--- src/rtl/micro32_pkg.sv ---
// Shared definitions for the micro32 host loader: state encoding, word width
// and the HLT opcode used by images that should stop the core.
package micro32_pkg;
  localparam int         WORD_W = 32;
  localparam logic [5:0] OP_HLT = 6'h3f;

  typedef enum logic [2:0] {
    ST_IDLE,
    ST_LOAD,
    ST_RELEASE,
    ST_RUN,
    ST_DUMP_RD,
    ST_DUMP_CAP,
    ST_DUMP_OUT,
    ST_DONE
  } ldr_state_e;

  // States in which a new start may be accepted and the loader is not busy.
  function automatic logic is_quiet(ldr_state_e s);
    return (s == ST_IDLE) || (s == ST_DONE);
  endfunction
endpackage

--- src/rtl/micro32_loader_rdbuf.sv ---
// Single-entry readback register: loads one word, holds it with valid
// until the consumer takes it.
module micro32_loader_rdbuf
  import micro32_pkg::*;
(
  input  logic              clk1,
  input  logic              rst_n,
  input  logic              load,
  input  logic [WORD_W-1:0] din,
  output logic              m_valid,
  input  logic              m_ready,
  output logic [WORD_W-1:0] m_data
);
  always_ff @(posedge clk1 or negedge rst_n) begin
    if (!rst_n) begin
      m_valid <= 1'b0;
      m_data  <= '0;
    end else if (load) begin
      m_valid <= 1'b1;
      m_data  <= din;
    end else if (m_valid && m_ready) begin
      m_valid <= 1'b0;
    end
  end
endmodule

--- src/rtl/micro32_loader.sv ---
// Host-side loader for the micro32 core: streams an image into memory, pulses
// PC clear, runs the core until halt or timeout, then streams a memory window out.
module micro32_loader
  import micro32_pkg::*;
#(
  parameter int                   ADDR_W    = 10,
  parameter int                   TIMEOUT_W = 16,
  parameter logic [TIMEOUT_W-1:0] TIMEOUT   = 16'd50000
) (
  input  logic              clk1,
  input  logic              rst_n,
  input  logic              start,
  input  logic [ADDR_W-1:0] load_base,
  input  logic [ADDR_W-1:0] dump_base,
  input  logic [ADDR_W-1:0] dump_len,
  input  logic              s_valid,
  output logic              s_ready,
  input  logic [31:0]       s_data,
  input  logic              s_last,
  output logic              mem_we,
  output logic              mem_re,
  output logic [ADDR_W-1:0] mem_addr,
  output logic [31:0]       mem_wdata,
  input  logic [31:0]       mem_rdata,
  input  logic              cpu_halted,
  output logic              cpu_pc_clr,
  output logic              cpu_run,
  output logic              m_valid,
  input  logic              m_ready,
  output logic [31:0]       m_data,
  output logic              busy,
  output logic              done,
  output logic              err_timeout,
  output logic              err_wrap
);
  ldr_state_e state, state_nxt;

  logic [ADDR_W-1:0]    load_base_q, dump_base_q, dump_len_q;
  logic [ADDR_W-1:0]    cnt, idx, idx_inc;
  logic [TIMEOUT_W-1:0] timer, timer_inc;
  logic                 start_ok, s_hs, out_hs, tmo_hit;

  assign start_ok  = start && is_quiet(state);
  assign s_hs      = (state == ST_LOAD) && s_valid;
  assign out_hs    = (state == ST_DUMP_OUT) && m_valid && m_ready;
  assign idx_inc   = idx + 1'b1;
  assign timer_inc = timer + 1'b1;
  // Halt has priority over a timeout landing in the same cycle.
  assign tmo_hit   = (state == ST_RUN) && !cpu_halted && (timer_inc == TIMEOUT);

  always_ff @(posedge clk1 or negedge rst_n) begin
    if (!rst_n) state <= ST_IDLE;
    else        state <= state_nxt;
  end

  always_comb begin
    state_nxt = state;
    case (state)
      ST_IDLE, ST_DONE: if (start_ok) state_nxt = ST_LOAD;
      ST_LOAD:          if (s_valid && s_last) state_nxt = ST_RELEASE;
      ST_RELEASE:       state_nxt = ST_RUN;
      ST_RUN:
        if (cpu_halted || tmo_hit)
          state_nxt = (dump_len_q == '0) ? ST_DONE : ST_DUMP_RD;
      ST_DUMP_RD:       state_nxt = ST_DUMP_CAP;
      ST_DUMP_CAP:      state_nxt = ST_DUMP_OUT;
      ST_DUMP_OUT:
        if (out_hs) state_nxt = (idx_inc == dump_len_q) ? ST_DONE : ST_DUMP_RD;
      default:          state_nxt = ST_IDLE;
    endcase
  end

  // Outputs decode straight from state so an async reset drops them at once.
  always_comb begin
    s_ready    = (state == ST_LOAD);
    mem_we     = s_hs;
    mem_re     = (state == ST_DUMP_RD);
    mem_wdata  = s_hs ? s_data : '0;
    mem_addr   = '0;
    if (state == ST_LOAD)    mem_addr = load_base_q + cnt;
    if (state == ST_DUMP_RD) mem_addr = dump_base_q + idx;
    cpu_pc_clr = (state == ST_RELEASE);
    cpu_run    = (state == ST_RUN);
    busy       = !is_quiet(state);
    done       = (state == ST_DONE);
  end

  always_ff @(posedge clk1 or negedge rst_n) begin
    if (!rst_n) begin
      load_base_q <= '0;
      dump_base_q <= '0;
      dump_len_q  <= '0;
      cnt         <= '0;
      idx         <= '0;
      timer       <= '0;
      err_timeout <= 1'b0;
      err_wrap    <= 1'b0;
    end else begin
      if (start_ok) begin
        load_base_q <= load_base;
        dump_base_q <= dump_base;
        dump_len_q  <= dump_len;
        cnt         <= '0;
        idx         <= '0;
        err_timeout <= 1'b0;
        err_wrap    <= 1'b0;
      end
      if (s_hs) begin
        cnt <= cnt + 1'b1;
        if (&cnt) err_wrap <= 1'b1;
      end
      if (state == ST_RELEASE) timer <= '0;
      if (state == ST_RUN) begin
        timer <= timer_inc;
        if (tmo_hit) err_timeout <= 1'b1;
      end
      if (out_hs) idx <= idx_inc;
    end
  end

  micro32_loader_rdbuf u_rdbuf (
    .clk1    (clk1),
    .rst_n   (rst_n),
    .load    (state == ST_DUMP_CAP),
    .din     (mem_rdata),
    .m_valid (m_valid),
    .m_ready (m_ready),
    .m_data  (m_data)
  );
endmodule

--- config.mk ---
export PLATFORM = sky130hd
export DESIGN_NAME = micro32_loader
export DESIGN_NICKNAME = d
export VERILOG_FILES = /design/src/rtl/micro32_pkg.sv /design/src/rtl/micro32_loader_rdbuf.sv /design/src/rtl/micro32_loader.sv
export SDC_FILE = /design/constraint.sdc
export NUM_CORES = 1
export LEC_CHECK = 0
export CAP_MARGIN = 20
export CORE_MARGIN = 2
export CORE_UTILIZATION = 32
export CTS_CLUSTER_SIZE = 30
export DETAILED_ROUTE_END_ITERATION = 8
export GPL_ROUTABILITY_DRIVEN = 0
export GPL_TIMING_DRIVEN = 1
export PLACE_DENSITY = 0.6
export SLEW_MARGIN = 20
export SYNTH_ARGS = -nofsm -noshare
export SYNTH_HDL_FRONTEND = slang
export SYNTH_SLANG_ARGS = --single-unit
--- constraint.sdc ---
create_clock -name clk1 -period 2.2 [get_ports clk1]
set_input_delay 0.44 -clock clk1 [delete_from_list [all_inputs] [get_ports clk1]]
set_output_delay 0.44 -clock clk1 [all_outputs]
set_load 0.02 [all_outputs]
==> results of run 1 <==
## placed cells by master (no fill, tap or decap), types with 6 or more instances in the layout
| cell | Yosys | routed |
|---|---|---|
| clkdlybuf4s50_1 | 0 | 134 |
| dfrtp_1 | 104 | 104 |
| buf_4 | 0 | 84 |
| mux2_2 | 62 | 62 |
| nand2_1 | 49 | 49 |
| and3_1 | 43 | 43 |
| o21ai_0 | 43 | 36 |
| clkbuf_2 | 0 | 35 |
| nor2_1 | 24 | 23 |
| nand3_1 | 22 | 22 |
| xnor2_1 | 21 | 18 |
| ha_1 | 21 | 18 |
| inv_1 | 18 | 16 |
| xor2_1 | 14 | 13 |
| a21oi_1 | 18 | 12 |
| clkbuf_16 | 0 | 9 |
| buf_6 | 0 | 9 |
| nor3_1 | 9 | 8 |
| mux2i_1 | 8 | 8 |
| o21ai_2 | 0 | 7 |
| nand4_1 | 7 | 7 |
| a31oi_1 | 7 | 7 |
| o31ai_1 | 7 | 7 |
| nand2b_1 | 7 | 6 |
| a21oi_2 | 0 | 6 |
| o22ai_2 | 0 | 6 |
| a22o_1 | 6 | 6 |
## area by class of cell
class / count / area [sq um]
Fill cell: 1637 / 9030
Inverter: 20 / 75.1
Tap cell: 229 / 287
Sequential cell: 104 / 2600
Timing Repair Buffer: 272 / 2390
Multi-Input combinational cell: 431 / 3270
Clock buffer: 9 / 225
Clock inverter: 6 / 76.3
## worst max-delay path, stage by stage (launching register included)
cell      delay, ns
dfrtp_1        0.38
ha_1           0.30
or4_1          0.47
o311a_1        0.14
a221oi_2       0.27
xnor2_1        0.12
o22ai_2        0.18
buf_6          0.14
## flip-flops by register name (all words and copies together) (netlist names)
register and cells:
idx 10, load_base_q 10, err_wrap 1, u_rdbuf.m_data 32, dump_base_q 10, cnt 10, err_timeout 1, u_rdbuf.m_valid 1
state 3, timer 16, dump_len_q 10
## power by group through the flow
| stage | Sequential (mW) | Combinational [mW] | Clock (mW) |
|---|---|---|---|
| floorplan | 3.38 | 2.64 | 0 |
| global placement | 3.05 | 5.40 | 0 |
| detailed placement | 3.08 | 5.49 | 0 |
| CTS | 3.05 | 5.59 | 1.71 |
| global route | 3.15 | 6.03 | 1.80 |
| finish | 3.04 | 5.58 | 1.65 |
## routing by layer
metal	wire, um	up-vias	track usage
met4	159	0	0.0372
met3	1130	12	0.0499
met1	7010	2544	0.205
li1	-	2612	-
met2	8220	149	0.302
met5	0	-	0
## cells by family after synthesis
kind of cell    Yosys count  synth area share
simple gates            188             0.168
flops                   104             0.444
mux                      70             0.133
xor+xnor                 35            0.0523
buf+inv                  48            0.0320
compound gates          115             0.119
fa+ha+maj                23            0.0517
## worst paths after layout
check	slack, ns	from	endpoint	cells past startpoint
min in group clk1	0.51	err_wrap$_DFF_PN0_	err_wrap$_DFF_PN0_	1
hold / removal	-0.004	rst_n	idx[4]$_DFFE_PN0P_	1
setup reg to reg	-0.10	idx[1]$_DFFE_PN0P_	state[1]$_DFFE_PN0P_	11
hold reg to reg	0.51	err_wrap$_DFF_PN0_	err_wrap$_DFF_PN0_	1
max in group asynchronous	1.59	rst_n	dump_base_q[1]$_DFFE_PN0P_	2
setup / recovery	-0.60	idx[4]$_DFFE_PN0P_	mem_addr[9]	7
## what timing repair did
item	in CTS	in global routing
setup endpoints to repair	51	47
pin swaps	34	8
gates resized for setup	139	64
setup buffers	10	2
==> results.txt, run 1 <==
Number of library cell types mapped by synthesis -> 51
Port buffer count -> 184
Leakage -> 4.06 nW
Synth warn -> 0
Post-synth top area share -> 0.444
CTS H-Tree Depth -> 3
Sequential power share -> 0.296
#FFs+latches synth -> 104
Share of layout cells above drive strength 1 -> 0.308
Clock buffer depth -> 2
CTS tree -> done
Mapped Nets -> 707
Dpl cell area -> 8590 sq um
Count leader, synth -> dfrtp_1
Largest net degree at the start of global routing -> 54
Combinational Power Share -> 0.543
Critical Path Source Type -> register
Max Cap Violations -> 0
Clock slew at reported path FFs -> 0.07 ns
Clock root buffer -> clkbuf_16
Top post-synthesis cells by area -> dfrtp_1 (44%), mux2_2 (12%), and3_1 (4.6%), ha_1 (4.5%), o21ai_0 (3.7%)
Antenna cells -> 0
Critical path capture point type -> primary output
Nets -> 962
Num ports -> 185
Setup TNS -> -3.43 ns
Fin crit period -> 2.80 ns
All-Layer GR Usage -> 0.170
Gate Count Post-Synth -> 583
Core box area -> 18000 sq um
Ys flop type -> dfrtp_1
Least-Margin Pin Slew -> 0.451 ns
DP Cell Count -> 1046
Sw Ratio -> 0.379
Pint -> 6.38 mW
Total CTS buffers -> 9
Req. time, crit path -> 1.76 ns
Die ar. -> 19400 sq um
Initial core utilization -> 0.326
Syn Std Cell Area -> 5860 sq um
First-pass GRT wire length -> 27100 um
Final setup viols -> 10
Final WS setup -> -0.599 ns
Die height -> 139 um
Final Skew -> 0.00687 ns
Relative slew slack -> 0.698
RSZ-0062 raised after global routing -> true
Crit path max fanout -> 2
Dominant cell type by area after synthesis -> dfrtp_1
Failing checks -> hold timing, setup timing
Worst slack at placement -> -0.833 ns
P&R area growth vs syn -> 52.3%
CP Class -> reg -> out
Highest clock rate -> 357 MHz
Final Max Tran Viols -> 0
Async S/R FF share, synth -> 1.00
Peak supply drop -> 0.651 mV
WHS -> -0.00401 ns
Post-DRT Antenna Nets -> 0
Final Cycle Share -> 1.27
Status -> finished with violations
Die Wd -> 139 um
Antenna violations before repair -> 0
Via-per-instance ratio -> 4.96
Final Total Pwr -> 10.3 mW
Row cnt -> 49
Initial drt markers -> 200
List of most frequent post-synthesis cells -> dfrtp_1 (104), mux2_2 (62), nand2_1 (49)
Routed length per instance -> 15.4 um
Cts hold-fix bufs -> 0
Layout Cells excl Fill -> 1071
Clk sinks -> 104
Design area -> 8930 sq um
DRC -> 0
Final hold vios -> 7
EDFF count, synth -> 0
DP HPWL -> 12600 um
WL final -> 16500 um
Vias -> 5317
Vias in the first global route -> 5554
Clock Latency Late Sink -> 0.35 ns
Clk pwr share -> 0.161
Sw power -> 3.89 mW
Register area share after synthesis -> 0.444
PD cells -> 1150 nW/um^2
Worst hold path type -> in -> async
Pre-antenna DRT Iters -> 4
Mean area per synthesized cell -> 10.1 sq um
Data arrival, critical path -> 2.36 ns
Post-layout util -> 0.497
Grt total ovfl -> 0
Power figures use the tool's default switching activity.
==> inputs of run 2 (changes only) <==
- PLACE_DENSITY: 0.6 -> 0.58
- clock period: 2.2 -> 3.2 ns (I/O delays scaled with it)
==> results.txt, run 2 (same netlist as run 1, synthesis figures left out) <==
Regs by FF count -> u_rdbuf.m_data (32), timer (16)
CTS H-Tree Depth -> 3
P&R area growth vs syn -> 44.9%
WL final -> 16500 um
Final setup viols -> 0
Nets -> 908
Sequential power share -> 0.315
Final WS setup -> 0.125 ns
Clk pwr share -> 0.174
Req. time, crit path -> 2.56 ns
Via-per-instance ratio -> 5.14
Critical Path Source Type -> register
Worst slack at placement -> -0.163 ns
Die Wd -> 139 um
Most flops, register -> u_rdbuf.m_data
Fillers -> 1657
Least-Margin Pin Slew -> 0.777 ns
Clk sinks -> 104
Die height -> 139 um
Sw power -> 2.56 mW
Num ports -> 185
Clock root buffer -> clkbuf_16
Peak supply drop -> 0.433 mV
Cts hold-fix bufs -> 0
Post-DRT Antenna Nets -> 0
Commonest non-fill, non-tap cell in the layout -> clkdlybuf4s50_1
Die ar. -> 19400 sq um
Data arrival, critical path -> 2.43 ns
Total CTS buffers -> 9
Final hold vios -> 0
Fin crit period -> 3.07 ns
Final Total Pwr -> 6.70 mW
Final Cycle Share -> 0.961
Highest clock rate -> 325 MHz
Status -> finished clean
CP Class -> reg -> out
Clock slew at reported path FFs -> 0.08 ns
DRC -> 0
Clock buffer depth -> 2
Antenna cells -> 0
Largest net degree at the start of global routing -> 59
Grt total ovfl -> 0
First-pass GRT wire length -> 27400 um
Final Max Tran Viols -> 0
Final Skew -> 0.0130 ns
Critical path capture point type -> primary output
RSZ-0062 raised after global routing -> true
Pre-antenna DRT Iters -> 4
Pint -> 4.13 mW
DP HPWL -> 12400 um
CTS tree -> done
Row cnt -> 49
Relative slew slack -> 0.482
Antenna violations before repair -> 0
Initial drt markers -> 308
Vias -> 5229
Initial core utilization -> 0.326
Leakage -> 3.67 nW
Routed length per instance -> 16.2 um
Port buffer count -> 184
Sw Ratio -> 0.383
Crit path max fanout -> 2
Max Cap Violations -> 0
Core box area -> 18000 sq um
Clock Latency Late Sink -> 0.36 ns
All-Layer GR Usage -> 0.172
Most frequent cells in the layout -> clkdlybuf4s50_1 (176), dfrtp_1 (104), mux2_2 (62), nand2_1 (49), and3_1 (43)
Worst hold path type -> in -> async
Max reg flops -> 32
Vias in the first global route -> 5454
Combinational Power Share -> 0.511
Share of layout cells above drive strength 1 -> 0.172
PD cells -> 789 nW/um^2
==> run 2: cell count changes in the layout (fill, tap and decap cells not counted), moves of 6 or more <==
| cell | before | now |
|---|---|---|
| buf_6 | 9 | 0 |
| o22ai_1 | 5 | 11 |
| clkdlybuf4s50_1 | 134 | 176 |
| clkbuf_2 | 35 | 1 |
| buf_4 | 84 | 37 |
| o22ai_2 | 6 | 0 |
==> run 2: layout make-up <==
class | instances | area, sq um | share of cell area
clock buffers | 9 | 225 | 0.0265
repair buffers | 218 | 2090 | 0.246
clock inverters | 7 | 88.8 | 0.0105
flip-flops and latches | 104 | 2600 | 0.306
well taps | 229 | 287 | 0.0337
inverters | 20 | 77.6 | 0.00913
multi-input cells | 431 | 3130 | 0.368
==> run 2: path summary, 6_finish.rpt <==
path | from | to | slack, ns | depth (start not counted)
worst max register to register | idx[0]$_DFFE_PN0P_ | state[1]$_DFFE_PN0P_ | 0.65 | 10
worst max-delay path | dump_base_q[0]$_DFFE_PN0P_ | mem_addr[8] | 0.13 | 11
worst min-delay path | rst_n | u_rdbuf.m_data[8]$_DFFE_PN0P_ | 0.35 | 1
worst min register to register | u_rdbuf.m_data[28]$_DFFE_PN0P_ | u_rdbuf.m_data[28]$_DFFE_PN0P_ | 0.51 | 1
max in group asynchronous | rst_n | timer[6]$_DFFE_PN0P_ | 2.14 | 2
min in group clk1 | u_rdbuf.m_data[28]$_DFFE_PN0P_ | u_rdbuf.m_data[28]$_DFFE_PN0P_ | 0.51 | 1
==> run 2: timing repair <==
item / CTS / global route
setup endpoints to repair: 6 / 7
gates resized for setup: 24 / 18
setup buffers: 4 / 1
pin swaps: 7 / 12
==> run 2: metrics by stage <==
stage	hold WS, ns	setup TNS (ns)	area (sq um)	util	std cells
floorplan	0.344	0	5860	-	583
global placement	0.486	-0.118	8120	0.452	998
detailed placement	0.496	-0.303	8120	0.452	998
CTS	0.392	-0.0594	8470	0.472	1018
global route	0.407	-0.0298	8490	0.473	1018
finish	0.349	0	8490	0.473	1018
==> run 2: worst max-delay path, cell delays in order (launching register included) <==
cell	delay [ns]
dfrtp_1	0.36
ha_1	0.17
inv_1	0.06
fa_2	0.35
nor2b_1	0.12
o21ai_1	0.08
a21oi_1	0.19
o21ai_1	0.11
a21oi_1	0.16
xnor2_1	0.08
o22ai_1	0.21
buf_4	0.18
==> run 2: routing by layer <==
| metal | GRT usage | up-vias | routed length (um) |
|---|---|---|---|
| met4 | 0.0537 | 0 | 180 |
| met3 | 0.0661 | 12 | 1700 |
| met5 | 0 | - | 0 |
| met2 | 0.272 | 222 | 7480 |
| li1 | - | 2503 | - |
| met1 | 0.218 | 2492 | 7120 |
==> run 2: power groups by stage <==
stage               sequential (mW)  combinational [mW]  clock [mW]
finish                         2.11                3.42        1.16
detailed placement             2.13                3.40           0
CTS                            2.12                3.43        1.21
global placement               2.11                3.36           0
floorplan                      2.32                1.76           0
global route                   2.18                3.72        1.25
